--- src/rtl/ft_bus_wait_ctrl.sv ---
// ft_bus_wait_ctrl: region decode, per-region wait states, ready merge, read mux and bus-error record
module ft_bus_wait_ctrl #(
  parameter int NCH = 8,
  parameter int AW = 32,
  parameter int DW = 8,
  parameter logic [NCH*AW-1:0] BASE = '0,
  parameter logic [NCH*AW-1:0] MASK = '0,
  parameter logic [NCH*4-1:0] RWAIT = '0,
  parameter logic [NCH*4-1:0] WWAIT = '0,
  parameter int TIMEOUT = 255,
  parameter logic [DW-1:0] DFLT = '0,
  parameter bit UNMAP_ERR = 1'b0
) (
  input  logic              clk,
  input  logic              rst,
  input  logic              vda,
  input  logic              vpa,
  input  logic              rw,
  input  logic [AW-1:0]     ad,
  input  logic [NCH*DW-1:0] dati_ch,
  input  logic [NCH-1:0]    rdy_ch,
  output logic [NCH-1:0]    cs_o,
  output logic [DW-1:0]     dato,
  output logic              rdy_o,
  output logic              berr_o,
  output logic [AW-1:0]     berr_adr,
  input  logic              berr_clr
);
  localparam int TW = $clog2(TIMEOUT + 1);
  localparam int SW = NCH > 1 ? $clog2(NCH) : 1;
  localparam logic [TW-1:0] TO = TW'(TIMEOUT);
  typedef enum logic {S_IDLE, S_WAIT} state_t;
  state_t r_state;
  logic [3:0] r_wcnt;
  logic [TW-1:0] r_tcnt;
  logic r_berr;
  logic [AW-1:0] r_berr_adr;
  logic w_valid, w_hit, w_rsel, w_to, w_unmap, w_err;
  logic [SW-1:0] w_sel;
  logic [3:0] w_wait;
  // descending scan so the lowest-index hit is the one left standing
  always_comb begin
    w_hit = 1'b0;
    w_sel = '0;
    for (int i = NCH - 1; i >= 0; i--)
      if ((ad & MASK[i*AW +: AW]) == BASE[i*AW +: AW]) begin
        w_hit = 1'b1;
        w_sel = SW'(i);
      end
  end
  assign w_valid = vda | vpa;
  assign w_wait  = rw ? RWAIT[w_sel*4 +: 4] : WWAIT[w_sel*4 +: 4];
  assign w_rsel  = rdy_ch[w_sel];
  assign w_to    = (r_state == S_WAIT) && (r_tcnt == TO);
  assign w_unmap = w_valid && !w_hit;
  assign w_err   = (r_state == S_IDLE) ? (w_unmap && UNMAP_ERR) : (w_valid && w_to);
  assign rdy_o   = !w_valid || w_to || ((r_state == S_IDLE) && !w_hit) ||
                   ((r_state == S_IDLE) ? (w_wait == 4'd0 && w_rsel) : (r_wcnt == 4'd0 && w_rsel));
  assign dato    = (w_unmap || w_to || !rw || !w_hit) ? DFLT : dati_ch[w_sel*DW +: DW];
  assign cs_o    = (w_valid && w_hit) ? NCH'(1) << w_sel : '0;
  assign berr_o  = r_berr;
  assign berr_adr = r_berr_adr;
  always_ff @(posedge clk or posedge rst) begin
    if (rst) begin
      r_state <= S_IDLE;
      r_wcnt <= '0;
      r_tcnt <= '0;
      r_berr <= 1'b0;
      r_berr_adr <= '0;
    end else begin
      if (r_state == S_IDLE) begin
        if (w_valid && w_hit && !rdy_o) begin
          r_state <= S_WAIT;
          r_wcnt <= (w_wait == 4'd0) ? 4'd0 : w_wait - 4'd1;
          r_tcnt <= TW'(1);
        end
      end else if (!w_valid || rdy_o) begin
        r_state <= S_IDLE;
      end else begin
        if (r_wcnt != 4'd0) r_wcnt <= r_wcnt - 4'd1;
        r_tcnt <= r_tcnt + 1'b1;
      end
      // a new error beats a coincident clear
      if (w_err) begin
        r_berr <= 1'b1;
        if (!r_berr || berr_clr) r_berr_adr <= ad;
      end else if (berr_clr) begin
        r_berr <= 1'b0;
        r_berr_adr <= '0;
      end
    end
  end
endmodule

--- config.mk ---
export PLATFORM = sky130hd
export DESIGN_NAME = ft_bus_wait_ctrl
export DESIGN_NICKNAME = d
export VERILOG_FILES = /design/src/rtl/ft_bus_wait_ctrl.sv
export SDC_FILE = /design/constraint.sdc
export NUM_CORES = 1
export LEC_CHECK = 0
export CORE_ASPECT_RATIO = 1.5
export CORE_MARGIN = 3
export CORE_UTILIZATION = 35
export DETAILED_ROUTE_END_ITERATION = 6
export MAX_ROUTING_LAYER = met4
export PLACE_DENSITY = 0.82
export SETUP_SLACK_MARGIN = 0.05
export SLEW_MARGIN = 20
export SYNTH_ARGS = -nofsm -noshare
export SYNTH_HDL_FRONTEND = slang
export SYNTH_SLANG_ARGS = --single-unit
--- constraint.sdc ---
create_clock -name clk -period 3 [get_ports clk]
set_clock_uncertainty 0.05 [all_clocks]
set_input_delay 0.6 -clock clk [delete_from_list [all_inputs] [get_ports clk]]
set_output_delay 0.6 -clock clk [all_outputs]
set_load 0.05 [all_outputs]
Word level (Yosys, flattened, before mapping)
Index checks and enable logic that the tools add are counted.
{"block": "word_totals", "in_bits": 110, "wordCells": 51, "ff_bits": 46}
{"block": "op_classes", "add_sub_neg": 2, "eq_ne": 4, "n_bitwise": 1, "reduce_logical": 20, "mux": 19}
{"cell": "two-way mux 32 bit", "n": 3}
{"cell": "two-way mux 8 bit", "n": 4}
{"cell": "two-way mux 4 bit", "n": 4}
{"cell": "adder 8 x 1 -> 8 bit (second input constant)", "n": 1}
{"cell": "== test 8 bit (second input constant)", "n": 1}
{"cell": "two-way mux 1 bit", "n": 8}
{"cell": "logical OR 1 bit", "n": 5}
{"cell": "logical AND 1 bit", "n": 4}
{"cell": "zero test 1 bit", "n": 4}
{"cell": "zero test 4 bit", "n": 1}
{"cell": "inequality test 2 x 1 -> 1 bit (second input constant)", "n": 2}
{"cell": "AND reduction 2 bit", "n": 2}
{"cell": "nonzero test 2 bit", "n": 2}
{"cell": "nonzero test 4 bit", "n": 1}
{"cell": "subtractor 4 x 1 -> 4 bit (second input constant)", "n": 1}
{"cell": "AND reduction 3 bit", "n": 1}
{"cell": "inequality test 2 bit (second input constant)", "n": 1}
{"cell": "OR 1 bit", "n": 1}

Depth between registers and ports, before layout
{"block": "logic_depth", "depth_word": 8, "mapped_depth": 7}

Worst setup path before layout
Ideal clock, no wire load.
{"block": "synth_path", "kind": "register to output", "start": "register r_tcnt[0]", "end": "output port dato[0]", "t_arrival_ns": 1.410, "required_time_ns": 2.350, "n_path_buf": 0, "path_slack_ns": 0.940, "path_stages_with_launch": 5, "cell_sequence": "dfrtp_1 > ha_1 > nand4_4 > o21a_1 > and2_1"}
{"block": "synth_between", "elab_chain_cells": 4}
{"item": "start, declared", "line": "35", "source": "logic [TW-1:0] r_tcnt;"}
{"item": "start signal, assigned", "line": "81", "source": "r_tcnt <= r_tcnt + 1'b1;"}
{"item": "== test 8 bit", "line": "54", "source": "assign w_to = (r_state == S_WAIT) && (r_tcnt == TO);"}
{"item": "logical AND 1 bit", "line": "54"}
{"item": "logical OR 1 bit", "line": "59", "source": "assign dato = (w_unmap || w_to || !rw || !w_hit) ? DFLT : dati_ch[w_sel*DW +: DW];"}
{"item": "two-way mux 8 bit", "line": "59"}
{"item": "end, declared", "line": "23", "source": "output logic [DW-1:0] dato,"}
Every way passes these cells.

Final worst setup path
{"block": "layout_path", "start": "input port vpa", "end": "output port rdy_o"}
{"block": "layout_between", "elab_chain_cells": 4}
{"item": "start, declared", "line": "17", "source": "input logic vpa,"}
{"item": "OR 1 bit", "line": "51", "source": "assign w_valid = vda | vpa;"}
{"item": "zero test 1 bit", "line": "57", "source": "assign rdy_o = !w_valid || w_to || ((r_state == S_IDLE) && !w_hit) ||"}
{"item": "logical OR 1 bit (2 in a row)", "line": "57"}
{"item": "end, declared", "line": "24", "source": "output logic rdy_o,"}
Every way passes these cells.

==> results.sh <==
export IMPL_status="finished, final reports clean"
export IMPL_power_per_cell_area_mw_per_mm2=506
export IMPL_use_met1_pct=17.8
export IMPL_use_met2_pct=25.6
export IMPL_clock_latency_ns=0.29
export IMPL_slew_viol_final=0
export IMPL_htree_levels=2
export IMPL_cts_tree="yes"
export IMPL_slowest_delay_ns=0.41
export IMPL_synth_edf_count=0
export IMPL_post_drt_wl_per_cell_um=15.5
export IMPL_max_slew_margin_rel_pct=51.8
export IMPL_period_share_pct=91.0
export IMPL_viasPerCell=5.16
export IMPL_vias=1759
export IMPL_period_needed_ns=2.73
export IMPL_ant_nets=0
export IMPL_worstSetupPathType="in2out"
export IMPL_synth_seq_cells=46
export IMPL_syn_instance_count=179
export IMPL_hp_class="reg2reg"
export IMPL_slowest_stage="clkdlybuf4s50_1"
export IMPL_fmax_mhz=366
export IMPL_cp_startpoint="vpa"
export IMPL_holdPathEnd="berr_adr[0]$_DFFE_PP0P_"
export IMPL_worst_path_buf_inv=4
export IMPL_timing_rr_end="r_tcnt[4]$_DFFE_PP0P_"
export IMPL_tns_ns=0
export IMPL_drt_wl_total_um=5270
export IMPL_layoutNonFillerInstCount=341
export IMPL_hold_start="berr_adr[0]$_DFFE_PP0P_"
export IMPL_start_util_pct=36.7
export IMPL_worst_setup_path_start_kind="input port"
export IMPL_drcViolationCount=0
export IMPL_grt_max_degree=33
export IMPL_pin_count=160
export IMPL_row_count=34
export IMPL_gp_congestion=0.792
export IMPL_syn_to_final_growth_pct=45.9
export IMPL_use_met3_pct=3.25
export IMPL_worstMarginPinSlew_ns=0.718
export IMPL_core_mm2=0.00587
export IMPL_dp_hpwl_um=3950
export IMPL_synth_ff_type="dfrtp_1"
export IMPL_busiest_layer="met2"
export IMPL_fin_nets=380
export IMPL_final_common_cell="clkdlybuf4s50_1"
export IMPL_cp_max_fo=21
export IMPL_rsz0062_at_grt="no"
export IMPL_grtUsageTotal_pct=14.8
export IMPL_first_pass_iters=4
export IMPL_clockRootBuffer="clkbuf_8"
export IMPL_hold_viol_final=0
export IMPL_dp_cells=333
export IMPL_end_kind="output pin"
export IMPL_syn_avg_cell_area_um2=12.0
export IMPL_cts_resized_gates=0
export IMPL_cts_made_buffers=5
export IMPL_antenna_cells=0
export IMPL_ys_types=37
export IMPL_drive_gt1_share_pct=12.6
export IMPL_grt_pass1_vias=1682
export IMPL_cp_cell_sequence="clkdlybuf4s50_1 > nor2_2 > inv_1 > o21ai_4 > nor2_1 > inv_2 > buf_12"
export IMPL_setup_viol=0
export IMPL_ys_seq_area_share_pct=53.4
export IMPL_r2r_slack_ns=1.14
export IMPL_worstPathRequired_ns=2.35
export IMPL_clk_path_buf_depth=2
export IMPL_drv_cap=0
export IMPL_async_flop_share_pct=100
export IMPL_die_y_um=102
export IMPL_clk_pin_slew_worst_paths_ns=0.08
export IMPL_io_buffers=89
export IMPL_hold_buffers=0
export IMPL_dieArea_mm2=0.00716
export IMPL_post_cts_buffers=0
export IMPL_peakVddDrop_mv=0.276
export IMPL_syn_area_mm2=0.00216
export IMPL_antenna_found_initial=0
export IMPL_hold_depth=1
export IMPL_die_w_um=70.1
export IMPL_grt_pass1_wl_um=8340
export IMPL_reg2reg_from="r_tcnt[0]$_DFFE_PP0P_"
export IMPL_reg2reg_depth=6
export IMPL_leakagePower_nw=1.38
export IMPL_final_cell_mix="clkdlybuf4s50_1, dfrtp_1, a22o_1"
export IMPL_cts_sinks=46
export IMPL_yosys_warnings=0
export IMPL_drtIter0Drc=97
export IMPL_arrival_ns=2.08
export IMPL_cp_top_family="buffers and inverters"
export IMPL_grt_remaining_overflow=0
[cells in the mapped netlist (2+ instances only)]
master / n / area [µm²]
o21ai_0: 10 / 50.1
and3_1: 2 / 12.5
buf_4: 9 / 67.6
o31ai_1: 6 / 45.0
nand4_4: 2 / 42.5
a22o_1: 32 / 280
and2_1: 8 / 50.1
or3_1: 3 / 18.8
or4_1: 4 / 30.0
dfrtp_1: 46 / 1150
nor2_1: 4 / 15.0
a21oi_1: 7 / 35.0
inv_1: 6 / 22.5
nand3b_1: 2 / 15.0
ha_1: 2 / 25.0
nand2_1: 5 / 18.8
o21ai_1: 2 / 10.0
buf_6: 8 / 90.1
nand3_1: 3 / 15.0
[area by class of cell]
class | count | area (µm²)
well taps | 72 | 90.1
fillers | 521 | 2730
repair buffers | 93 | 921
flip-flops and latches | 46 | 1150
clock inverters | 3 | 43.8
inverters | 7 | 26.3
clock buffers | 5 | 68.8
multi-input cells | 115 | 843
[cell families after synthesis]
family	Yosys count	synth area share [%]
other	1	0.174
adder cells (fa/ha/maj)	2	1.16
buffers and inverters	24	8.53
AND/OR/NAND/NOR	45	15.3
AO/OA/AOI/OAI	61	21.4
flip-flops	46	53.4
[worst max path at each step]
stage,end,depth (start not counted)
after detailed placement,rdy_o,7
final,rdy_o,7
after global routing,rdy_o,7
after global placement,rdy_o,7
after floorplan,dato[0],4
after CTS,rdy_o,7
[flip-flops by register name (all words and copies together), names as in the netlist]
name / count
r_state: 1
berr_adr: 32
r_tcnt: 8
berr_o: 1
r_wcnt: 4
[power by group]
part | internal (mW) | total (mW) | leakage, nW | switching, mW
Sequential | 0.666 | 0.726 | 0.633 | 0.0605
Clock | 0.250 | 0.459 | 0.0585 | 0.210
Combinational | 0.181 | 0.405 | 0.693 | 0.223
Total | 1.10 | 1.59 | 1.38 | 0.493
[per-stage QoR]
stage               power [mW]  hold WS [ns]  area (µm²)  setup slack [ns]  utilization (%)
finish                    1.59         0.459        3140             0.271             53.6
global route              1.69         0.476        3140             0.135             53.6
CTS                       1.61         0.464        3140             0.260             53.6
detailed placement        1.14         0.440        3030             0.285             51.6
global placement          1.13         0.438        3030             0.339             51.6
floorplan                 1.01         0.433        2180             0.940                -
[worst reg2reg max path, stage by stage (launching register included)]
cell and delay [ns]:
dfrtp_1 0.40, ha_1 0.27, nand4_4 0.18, o21ai_4 0.46, nor2_1 0.14, inv_2 0.14, o21ai_0 0.11
[routing by layer]
metal	part of all wire, %	up-vias
met5	0	-
met4	0.91	0
met3	5.7	6
met2	53	68
met1	41	857
li1	-	828
Note: power is estimated with default switching activity, not from simulation.
